==> src/rtl/cpu_pkg.sv <==
`default_nettype none
// ============================================================================
//  Module   : cpu_pkg
//  Purpose  : Shared widths, bubble encoding and instruction field positions
//             for the LEGv8 pipeline.
//  Revision : 1.0 - initial release
// ============================================================================
package cpu_pkg;
  localparam int XLEN    = 64;
  localparam int INSTR_W = 32;

  // All-zero word decodes to the control-logic default case (no side effects)
  localparam logic [INSTR_W-1:0] NOP_INSTR_DEFAULT = 32'h0000_0000;

  // Branch immediate field positions
  localparam int IMM26_LSB = 0;
  localparam int IMM26_W   = 26;
  localparam int IMM19_LSB = 5;
  localparam int IMM19_W   = 19;
endpackage
`default_nettype wire

==> src/rtl/fetch_stage_if.sv <==
`default_nettype none
// ============================================================================
//  Module   : fetch_stage_if
//  Purpose  : Instruction-memory, decode-feedback and IF/ID outputs of the
//             fetch stage bundled as one interface.
//  Revision : 1.0 - initial release
// ============================================================================
interface fetch_stage_if;
  import cpu_pkg::*;

  logic [XLEN-1:0]    imem_addr;
  logic [INSTR_W-1:0] imem_rdata;
  logic               stall;
  logic               br_taken;
  logic               uncond_br;
  logic               br_reg;
  logic [XLEN-1:0]    br_reg_val;
  logic [INSTR_W-1:0] id_instr;
  logic [XLEN-1:0]    id_pc;
  logic [XLEN-1:0]    id_pc_plus4;
  logic               id_valid;
  logic [31:0]        flush_count;

  // Fetch stage side
  modport master (
    output imem_addr, id_instr, id_pc, id_pc_plus4, id_valid, flush_count,
    input  imem_rdata, stall, br_taken, uncond_br, br_reg, br_reg_val
  );

  // Memory / decode / hazard side
  modport slave (
    input  imem_addr, id_instr, id_pc, id_pc_plus4, id_valid, flush_count,
    output imem_rdata, stall, br_taken, uncond_br, br_reg, br_reg_val
  );
endinterface
`default_nettype wire

==> src/rtl/fetch_stage_branch_target.sv <==
`default_nettype none
// ============================================================================
//  Module   : branch_target
//  Purpose  : Combinational redirect target: register target for BR,
//             otherwise PC-relative imm26 (B/BL) or imm19 (B.cond/CBZ).
//  Revision : 1.0 - initial release
// ============================================================================
module branch_target
  import cpu_pkg::*;
(
  input  wire logic [XLEN-1:0]    id_pc_i,
  // Only the low 26 bits carry immediates; opcode bits are not needed here
  input  wire logic [IMM26_W-1:0] id_instr_i,
  input  wire logic               uncond_br_i,
  input  wire logic               br_reg_i,
  input  wire logic [XLEN-1:0]    br_reg_val_i,
  output logic      [XLEN-1:0]    target_o
);

  logic [IMM26_W-1:0] imm26;
  logic [IMM19_W-1:0] imm19;
  logic [XLEN-1:0]    off26;
  logic [XLEN-1:0]    off19;

  assign imm26 = id_instr_i[IMM26_LSB +: IMM26_W];
  assign imm19 = id_instr_i[IMM19_LSB +: IMM19_W];

  // Word offsets: sign-extend and scale by 4
  assign off26 = {{(XLEN-IMM26_W-2){imm26[IMM26_W-1]}}, imm26, 2'b00};
  assign off19 = {{(XLEN-IMM19_W-2){imm19[IMM19_W-1]}}, imm19, 2'b00};

  // Register branch wins over PC-relative forms; sums wrap mod 2^64
  always_comb begin
    target_o = id_pc_i + off19;
    if (br_reg_i) begin
      target_o = br_reg_val_i;
    end else if (uncond_br_i) begin
      target_o = id_pc_i + off26;
    end
  end

endmodule
`default_nettype wire

==> src/rtl/fetch_stage.sv <==
`default_nettype none
// ============================================================================
//  Module   : fetch_stage
//  Purpose  : PC register, IF/ID pipeline register, redirect/stall priority
//             and saturating redirect counter.
//  Revision : 1.0 - initial release
// ============================================================================
module fetch_stage
  import cpu_pkg::*;
#(
  parameter logic [XLEN-1:0]    RESET_PC  = 64'h0,
  parameter logic [INSTR_W-1:0] NOP_INSTR = NOP_INSTR_DEFAULT
) (
  input  wire logic     clk,
  input  wire logic     reset_n,
  fetch_stage_if.master bus
);

  logic [XLEN-1:0]    pc_q, pc_d;
  logic [INSTR_W-1:0] id_instr_q, id_instr_d;
  logic [XLEN-1:0]    id_pc_q, id_pc_d;
  logic               id_valid_q, id_valid_d;
  logic [31:0]        flush_count_q, flush_count_d;
  logic [XLEN-1:0]    target;
  logic               redirect;

  branch_target u_branch_target (
    .id_pc_i      (id_pc_q),
    .id_instr_i   (id_instr_q[IMM26_W-1:0]),
    .uncond_br_i  (bus.uncond_br),
    .br_reg_i     (bus.br_reg),
    .br_reg_val_i (bus.br_reg_val),
    .target_o     (target)
  );

  // A bubble in ID can never redirect; a stall defers the redirect
  assign redirect = id_valid_q && !bus.stall && (bus.br_reg || bus.br_taken);

  // Next-state priority: stall, then redirect, then sequential fetch
  always_comb begin
    pc_d          = pc_q;
    id_instr_d    = id_instr_q;
    id_pc_d       = id_pc_q;
    id_valid_d    = id_valid_q;
    flush_count_d = flush_count_q;
    if (bus.stall) begin
      // hold everything
    end else if (redirect) begin
      pc_d       = target;
      id_instr_d = NOP_INSTR;
      id_pc_d    = pc_q;
      id_valid_d = 1'b0;
      if (flush_count_q != 32'hFFFF_FFFF) begin
        flush_count_d = flush_count_q + 32'd1;
      end
    end else begin
      pc_d       = pc_q + 64'd4;
      id_instr_d = bus.imem_rdata;
      id_pc_d    = pc_q;
      id_valid_d = 1'b1;
    end
  end

  // PC, IF/ID and counter registers with asynchronous reset
  always_ff @(posedge clk or negedge reset_n) begin
    if (!reset_n) begin
      pc_q          <= RESET_PC;
      id_instr_q    <= NOP_INSTR;
      id_pc_q       <= '0;
      id_valid_q    <= 1'b0;
      flush_count_q <= '0;
    end else begin
      pc_q          <= pc_d;
      id_instr_q    <= id_instr_d;
      id_pc_q       <= id_pc_d;
      id_valid_q    <= id_valid_d;
      flush_count_q <= flush_count_d;
    end
  end

  assign bus.imem_addr   = pc_q;
  assign bus.id_instr    = id_instr_q;
  assign bus.id_pc       = id_pc_q;
  assign bus.id_pc_plus4 = id_pc_q + 64'd4;
  assign bus.id_valid    = id_valid_q;
  assign bus.flush_count = flush_count_q;

endmodule
`default_nettype wire

==> src/flat_wrapper.sv <==
// flat-port wrapper written by rule: the top's interface ports become plain ports
module fetch_stage_flat import cpu_pkg::*;
#(
  parameter logic [XLEN-1:0]    RESET_PC  = 64'h0,
  parameter logic [INSTR_W-1:0] NOP_INSTR = NOP_INSTR_DEFAULT
)
  (clk, reset_n, bus_imem_addr, bus_id_instr, bus_id_pc, bus_id_pc_plus4, bus_id_valid, bus_flush_count, bus_imem_rdata, bus_stall, bus_br_taken, bus_uncond_br, bus_br_reg, bus_br_reg_val);
  fetch_stage_if bus_i ();
  input  wire logic clk;
  input  wire logic reset_n;
  output wire logic [$bits(bus_i.imem_addr)-1:0] bus_imem_addr;
  output wire logic [$bits(bus_i.id_instr)-1:0] bus_id_instr;
  output wire logic [$bits(bus_i.id_pc)-1:0] bus_id_pc;
  output wire logic [$bits(bus_i.id_pc_plus4)-1:0] bus_id_pc_plus4;
  output wire logic [$bits(bus_i.id_valid)-1:0] bus_id_valid;
  output wire logic [$bits(bus_i.flush_count)-1:0] bus_flush_count;
  input wire logic [$bits(bus_i.imem_rdata)-1:0] bus_imem_rdata;
  input wire logic [$bits(bus_i.stall)-1:0] bus_stall;
  input wire logic [$bits(bus_i.br_taken)-1:0] bus_br_taken;
  input wire logic [$bits(bus_i.uncond_br)-1:0] bus_uncond_br;
  input wire logic [$bits(bus_i.br_reg)-1:0] bus_br_reg;
  input wire logic [$bits(bus_i.br_reg_val)-1:0] bus_br_reg_val;
  assign bus_imem_addr = bus_i.imem_addr;
  assign bus_id_instr = bus_i.id_instr;
  assign bus_id_pc = bus_i.id_pc;
  assign bus_id_pc_plus4 = bus_i.id_pc_plus4;
  assign bus_id_valid = bus_i.id_valid;
  assign bus_flush_count = bus_i.flush_count;
  assign bus_i.imem_rdata = bus_imem_rdata;
  assign bus_i.stall = bus_stall;
  assign bus_i.br_taken = bus_br_taken;
  assign bus_i.uncond_br = bus_uncond_br;
  assign bus_i.br_reg = bus_br_reg;
  assign bus_i.br_reg_val = bus_br_reg_val;
  fetch_stage #(.RESET_PC(RESET_PC), .NOP_INSTR(NOP_INSTR)) u_core (.clk(clk), .reset_n(reset_n), .bus(bus_i));
endmodule
==> config.mk <==
export PLATFORM = sky130hd
export DESIGN_NAME = fetch_stage_flat
export DESIGN_NICKNAME = d
export VERILOG_FILES = /design/src/rtl/cpu_pkg.sv /design/src/rtl/fetch_stage_if.sv /design/src/rtl/fetch_stage_branch_target.sv /design/src/rtl/fetch_stage.sv /design/src/flat_wrapper.sv
export SDC_FILE = /design/constraint.sdc
export NUM_CORES = 1
export LEC_CHECK = 0
export CAP_MARGIN = 30
export CORE_ASPECT_RATIO = 1.4
export CORE_MARGIN = 2
export CORE_UTILIZATION = 45
export DETAILED_ROUTE_END_ITERATION = 10
export PLACE_DENSITY_LB_ADDON = 0.15
export SLEW_MARGIN = 20
export SYNTH_ARGS = -nofsm -noshare
export SYNTH_HDL_FRONTEND = slang
export SYNTH_SLANG_ARGS = --single-unit
==> constraint.sdc <==
create_clock -name clk -period 4.35 [get_ports clk]
set_clock_uncertainty 0.05 [all_clocks]
set_input_delay 1.305 -clock clk [delete_from_list [all_inputs] [get_ports clk]]
set_output_delay 1.305 -clock clk [all_outputs]
set_load 0.03 [all_outputs]
==> results.json, run 1 <==
{
  "rsz0062_at_grt": "true",
  "path_cells": "and4_4, nand3_4, nor4_4, and4_4, and2_4, and2b_1, buf_12, and2b_1, and2b_4, buf_4, nand2_2, xnor2_2, buf_12",
  "drc_errors": 0,
  "fmax_mhz": 225.7,
  "ctsHoldBuffers": 0,
  "n_fill_cell": 2594,
  "ys_seq_area_frac": 0.3326,
  "root_buffer": "clkbuf_16",
  "maxSlewHeadroom": 0.4807,
  "worst_setup_path_end_kind": "primary output",
  "hold_ws_ns": 0.4396,
  "synth.distinct_cells": 88,
  "cts_buffer_depth": 2,
  "ys_ff_latch": 193,
  "antenna_found_initial": 5,
  "syn_area_mm2": 0.01452,
  "total_power_mw": 14.85,
  "grt_pass1_wl_um": 90480,
  "violations": "negative setup slack",
  "cts_buffers": 17,
  "grt_pass1_vias": 16240,
  "crit_path_max_incr_delay_ns": 0.37,
  "cp_top_family": "simple AND/OR/NAND/NOR gates",
  "setup.worst_path.class": "reg2out",
  "synth_top_area_frac": 0.3326,
  "die_w_um": 155.8,
  "syn_nets": 1933,
  "routedWlPerCell_um": 21.25,
  "power.density_mw_per_mm2": 676.3,
  "path_max_fanout": 7,
  "p_leak_nw": 9.433,
  "synthFlopType": "dfrtp_1",
  "worst_pin_slew_ns": 0.7771,
  "start_util": 0.4582,
  "drt_iter0_markers": 1070,
  "drive_above_1_share": 0.2281,
  "dp_hpwl_um": 44900,
  "nets": 2526,
  "finalHoldViolCount": 0,
  "place_ws_ns": -0.8395,
  "cpMaxStageDelayCell": "dfrtp_1",
  "drt-total-wl_um": 58890,
  "yosysMostFrequentCell": "nand2_1",
  "setup_viol": 12,
  "cp_num_buf_inv": 3,
  "vias_per_cell": 5.887,
  "cp.required_ns": 2.99,
  "cap_violations": 0,
  "yosysWarningCount": 0,
  "clk_latency_ns": 0.47,
  "status": "finished with violations",
  "ant_nets": 0,
  "worstPathArrival_ns": 3.08,
  "floorplan.rows": 77,
  "grt_remaining_overflow": 0,
  "cp-start-kind": "register",
  "fin_crit_ns": 4.430,
  "gr-usage-all-layers": 0.3450,
  "ys_top_cells_by_count": "nand2_1 (244), dfrtp_1 (193), a21oi_1 (166), nor2_1 (151), o21ai_0 (138)",
  "drv_slew": 0,
  "synthCells": 1766,
  "htreeDepth": 4,
  "fin_ws_ns": -0.08018,
  "io_pins": 359,
  "cts_sinks": 193,
  "gp_congestion": 0.9553,
  "cts_tree": "done",
  "syn_to_final_growth_pct": 51.15,
  "grt_start_max_net_pins": 124,
  "fin_crit_sh": 1.018,
  "synthArstFlopShare": 1.000,
  "die-area_mm2": 0.03375,
  "core_region_area_mm2": 0.03170,
  "avgSynthCellArea_um2": 8.223,
  "ir_drop_v": 0.0005168,
  "cts.clk_slew.worst_paths_ns": 0.09,
  "synth_area_leaders": "dfrtp_1 (33%), nand2_1 (6.3%), mux2_2 (5.8%)",
  "yosys.area.top_type": "dfrtp_1",
  "min-delay-path-class": "reg2reg",
  "synth_edf_count": 0,
  "vias": 16310,
  "portBuffers": 358,
  "die_h_um": 216.6,
  "firstDrtPassIters": 7
}
-- worst reg2reg max path: stages, from the launching register on --
cell       delay [ns]
dfrtp_1          0.54
nand3_1          0.26
nor4_4           0.65
nand3_2          0.24
nor4_1           0.58
buf_4            0.22
and2_1           0.25
and4_1           0.31
nor2_1           0.06
nor2_1           0.10
nor2_1           0.06
a2111oi_2        0.27
-- flip-flops by register name, summed over array words and instances, names as in the netlist --
name and flops:
u_core.bus.id_pc 64, u_core.bus.imem_addr 64, u_core.bus.flush_count 32, u_core.bus.id_instr 32, u_core.bus.id_valid 1
-- worst paths after layout --
path / startpoint / cells after the start / slack [ns] / endpoint
worst max-delay path: u_core.bus.id_pc[18] / 13 / -0.08 / bus_id_pc_plus4[53]
worst min-delay path: u_core.bus.flush_count[28] / 1 / 0.44 / u_core.bus.flush_count[28]
worst max register to register: u_core.bus.imem_addr[9] / 11 / 0.67 / u_core.bus.imem_addr[62]
worst min register to register: u_core.bus.flush_count[28] / 1 / 0.44 / u_core.bus.flush_count[28]
max in group asynchronous: reset_n / 2 / 2.56 / u_core.bus.imem_addr[42]
min in group asynchronous: reset_n / 1 / 0.84 / u_core.bus.id_instr[28]
-- metal layers --
| layer | global-route usage | up-vias | share of wire |
|---|---|---|---|
| met3 | 0.06959 | 170 | 0.064 |
| met5 | 0 | - | 0.00019 |
| met2 | 0.6044 | 668 | 0.51 |
| met1 | 0.3935 | 7872 | 0.38 |
| met4 | 0.1829 | 2 | 0.050 |
| li1 | - | 7600 | - |
-- cell type report --
| class | count | area (µm²) | share of cell area |
|---|---|---|---|
| diodes | 4 | 10.01 | 0.0004560 |
| clock buffers | 17 | 425.4 | 0.01938 |
| clock inverters | 15 | 232.7 | 0.01060 |
| inverters | 28 | 105.1 | 0.004788 |
| multi-input cells | 1452 | 9679 | 0.4409 |
| flip-flops and latches | 193 | 4830 | 0.2200 |
| well taps | 395 | 494.2 | 0.02251 |
| repair buffers | 667 | 6175 | 0.2813 |
-- cells by family after synthesis --
logic type,after synthesis,share of synthesized area
and+or+nand+nor,680,0.2261
AOI/OAI and AO/OA,481,0.2020
DFF,193,0.3326
xor gates and xnor gates,145,0.08745
buffers and inverters,121,0.03308
muxes,81,0.06229
adders and majority gates,65,0.05652
-- cells in the final DEF (no fill, tap or decap), types with 52 or more instances in the layout --
master             n
nand4_1           52
xnor2_1           83
dfrtp_1          193
a21oi_1          158
ha_1              57
nor2_1           149
o21ai_0          134
nand2_1          240
clkdlybuf4s50_1  326
mux2_2            75
buf_4            308
nand3_1           71
-- power breakdown --
part / internal (mW) / total, mW / switching, mW
Clock: 0.828 / 1.77 / 0.944
Sequential: 2.36 / 3.31 / 0.950
Combinational: 4.47 / 9.76 / 5.29
Total: 7.66 / 14.8 / 7.18
-- metrics by stage --
stage            util  std cells  TNS, ns  cell area [µm²]
3_5_place_dp   0.6539       2720   -29.56            20730
4_1_cts        0.6829       2762   -1.022            21650
2_1_floorplan       -       1766        0            14580
3_3_place_gp   0.6539       2720   -28.02            20730
6_report       0.6925       2771  -0.6185            21950
5_1_grt        0.6924       2769   -2.023            21950
-- what timing repair did --
action / 4_1_cts / 5_1_grt
pin swaps: 11 / 30
buffers inserted: 9 / 5
gates resized for setup: 34 / 47
setup endpoints to repair: 62 / 47
cloned: 1 / 0
(Power assumes the default switching activity.)
==> run 2, diff against run 1 <==
ABC_AREA = 1   (was not set)
==> results.json, run 2 <==
{
  "drc_errors": 0,
  "crit_top_cell": "nand2_2",
  "fin_crit_ns": 4.526,
  "yosys.area.top_type": "dfrtp_1",
  "cp-start-kind": "register",
  "final_area_mm2": 0.02430,
  "path_cells": "ha_2, nand2_2, nor2_4, nand2_4, nor3b_4, nand2_2, nor3_4, nand2_2, nor2_4, nand4_1, xor2_1, buf_4",
  "n_fill_cell": 3665,
  "cts.clk_slew.worst_paths_ns": 0.09,
  "grt_use_met1": 0.4807,
  "core_region_area_mm2": 0.03861,
  "violations": "negative setup slack",
  "cts_sinks": 193,
  "pwr-share-seq": 0.264,
  "synth_top_area_frac": 0.2731,
  "worst_setup_path_end_kind": "primary output",
  "synth_area_leaders": "dfrtp_1 (27%), nand2_1 (18%), inv_1 (8.9%)",
  "status": "finished with violations",
  "cts_tree": "done",
  "cap_violations": 0,
  "die-area_mm2": 0.04092,
  "placed_area_mm2": 0.02340,
  "dp_cells": 3888,
  "endpoint": "bus_id_pc_plus4[60]",
  "yosysWarningCount": 0,
  "firstDrtPassIters": 8,
  "syn_nets": 3024,
  "htreeDepth": 4,
  "setup.worst_path.class": "reg2out",
  "synthArstFlopShare": 1.000,
  "synth.distinct_cells": 50,
  "cp.required_ns": 2.99,
  "drive_above_1_share": 0.1100,
  "worst_pin_slew_ns": 0.9599,
  "drt-total-wl_um": 95160,
  "syn_to_final_growth_pct": 37.39,
  "gr-usage-all-layers": 0.4702,
  "root_buffer": "clkbuf_16",
  "drv_slew": 0,
  "maxSlewHeadroom": 0.3601,
  "crit_path_max_incr_delay_ns": 0.40,
  "cts_buffer_depth": 2,
  "vias_per_cell": 5.689,
  "finalHoldViolCount": 0,
  "fmax_mhz": 220.9,
  "worstReg2RegEnd": "u_core.bus.imem_addr[56]",
  "antenna_found_initial": 8,
  "crit_start": "u_core.bus.id_pc[3]",
  "final_common_cell": "nand2_1",
  "ctsHoldBuffers": 0,
  "min-delay-path-class": "reg2reg",
  "clk_latency_ns": 0.48,
  "top_usage_layer": "met2",
  "synth_edf_count": 0,
  "grt_pass1_vias": 22060,
  "power.density_mw_per_mm2": 423.5,
  "grt_start_max_net_pins": 214,
  "grt_remaining_overflow": 0,
  "layoutNonFillerInstCount": 3935,
  "netSwitchingPower_mw": 5.268,
  "ant_nets": 0,
  "hold_ws_ns": 0.4537,
  "worstPathArrival_ns": 3.17,
  "met2_usage": 0.7184,
  "start_util": 0.4581,
  "routedWlPerCell_um": 24.18,
  "portBuffers": 358,
  "ys_seq_area_frac": 0.2731,
  "die_w_um": 171.5,
  "syn_area_mm2": 0.01768,
  "synthCells": 2857,
  "setup_viol": 3,
  "floorplan.rows": 85,
  "cts_buffers": 17,
  "synthFlopType": "dfrtp_1",
  "fin_crit_sh": 1.040,
  "rr_worst_depth": 13,
  "die_h_um": 238.6,
  "grt_pass1_wl_um": 138300,
  "nets": 3564,
  "clkPwrFrac": 0.164,
  "avgSynthCellArea_um2": 6.190,
  "tns_ns": -0.2532,
  "switching_share": 0.5120,
  "ir_drop_v": 0.0003287,
  "yosysMostFrequentCell": "nand2_1",
  "intPower_mw": 5.021,
  "reg2reg_from": "u_core.bus.id_instr[23]",
  "grt_util_met3": 0.1752,
  "vias": 22390,
  "path_max_fanout": 4,
  "drt_iter0_markers": 2598,
  "gp_congestion": 1.081,
  "rsz0062_at_grt": "true",
  "cpMaxStageDelayCell": "dfrtp_1",
  "p_leak_nw": 12.23,
  "place_ws_ns": -0.4024,
  "ys_top_cells_by_count": "nand2_1 (847), inv_1 (417), nor2_1 (393), dfrtp_1 (193), o21ai_0 (168)",
  "io_pins": 359,
  "dp_hpwl_um": 74130,
  "fin_ws_ns": -0.1760,
  "r2r_slack_ns": 1.12,
  "final_cell_mix": "nand2_1 (845), inv_1 (416), nor2_1 (386)",
  "pwr-share-comb": 0.571,
  "ys_ff_latch": 193
}
[run 2: cell count changes after synthesis, moves of 64 or more]
cell	previous run	this run
inv_1	27	417
mux2_2	75	0
nand2_1	244	847
nor2_1	151	393
xnor2_1	95	31
xor2_1	50	139
[run 2: repair_timing]
item	4_1_cts	5_1_grt
buffers inserted	4	8
gates resized for setup	28	51
pin swaps	5	8
endpoints found under the setup margin	23	45
[run 2: metal layers]
| metal | wire, µm | part of all wire |
|---|---|---|
| met4 | 12110 | 0.13 |
| met3 | 10370 | 0.11 |
| met1 | 31130 | 0.33 |
| met2 | 41520 | 0.44 |
| met5 | 25 | 0.00026 |
[run 2: worst min-delay path by stage]
stage	startpoint	slack [ns]	depth (start not counted)	endpoint
after CTS	u_core.bus.flush_count[26]	0.46	1	u_core.bus.flush_count[26]
final	u_core.bus.imem_addr[1]	0.45	2	u_core.bus.id_pc[1]
after floorplan	u_core.bus.flush_count[26]	0.61	1	u_core.bus.flush_count[26]
after global routing	u_core.bus.flush_count[26]	0.50	1	u_core.bus.flush_count[26]
after detailed placement	u_core.bus.flush_count[26]	0.44	1	u_core.bus.flush_count[26]
after global placement	u_core.bus.imem_addr[1]	0.43	2	u_core.bus.id_pc[1]
[run 2: layout make-up]
cell class                      instances  area, µm²  share of cell area
Clock inverter                         14      175.2            0.007209
Inverter                              422       1588             0.06535
Antenna cell                            3      7.507           0.0003090
Clock buffer                           18      439.2             0.01808
Sequential cell                       193       4841              0.1992
Tap cell                              522      653.1             0.02688
Multi-Input combinational cell       2173      11190              0.4604
Timing Repair Buffer                  590       5408              0.2226
[run 2: through the flow]
stage | util | power, mW
3_5_place_dp | 0.6061 | 8.300
2_1_floorplan | - | 5.381
4_1_cts | 0.6233 | 9.977
5_1_grt | 0.6292 | 10.67
6_report | 0.6294 | 10.29
3_3_place_gp | 0.6061 | 8.249
[run 2: worst max-delay path, delay by kind of cell (launching register included)]
| kind | cells | cell delay [ns] |
|---|---|---|
| flops | 1 | 0.40 |
| xor+xnor | 1 | 0.31 |
| buf+inv | 1 | 0.19 |
| simple gates | 9 | 1.59 |
| fa+ha+maj | 1 | 0.21 |
[run 2: power groups by stage]
stage | combinational [mW] | clock (mW) | sequential (mW)
finish | 5.88 | 1.69 | 2.72
CTS | 5.64 | 1.69 | 2.65
global route | 6.19 | 1.75 | 2.73
floorplan | 2.28 | 0 | 3.10
global placement | 5.57 | 0 | 2.68
detailed placement | 5.62 | 0 | 2.68
[run 2: kinds of logic (layout without fill, tap and decap cells)]
logic type               count (synthesis)  in the layout  share of synthesized area
XOR/XNOR                               170            170                    0.08419
buffers and inverters                  491           1044                     0.1054
flip-flops                             193            193                     0.2731
AND/OR/NAND/NOR                       1563           1563                     0.3751
AO/OA/AOI/OAI                          375            375                     0.1157
adder cells (fa/ha/maj)                 65             65                    0.04641
other                                    0              3                          0
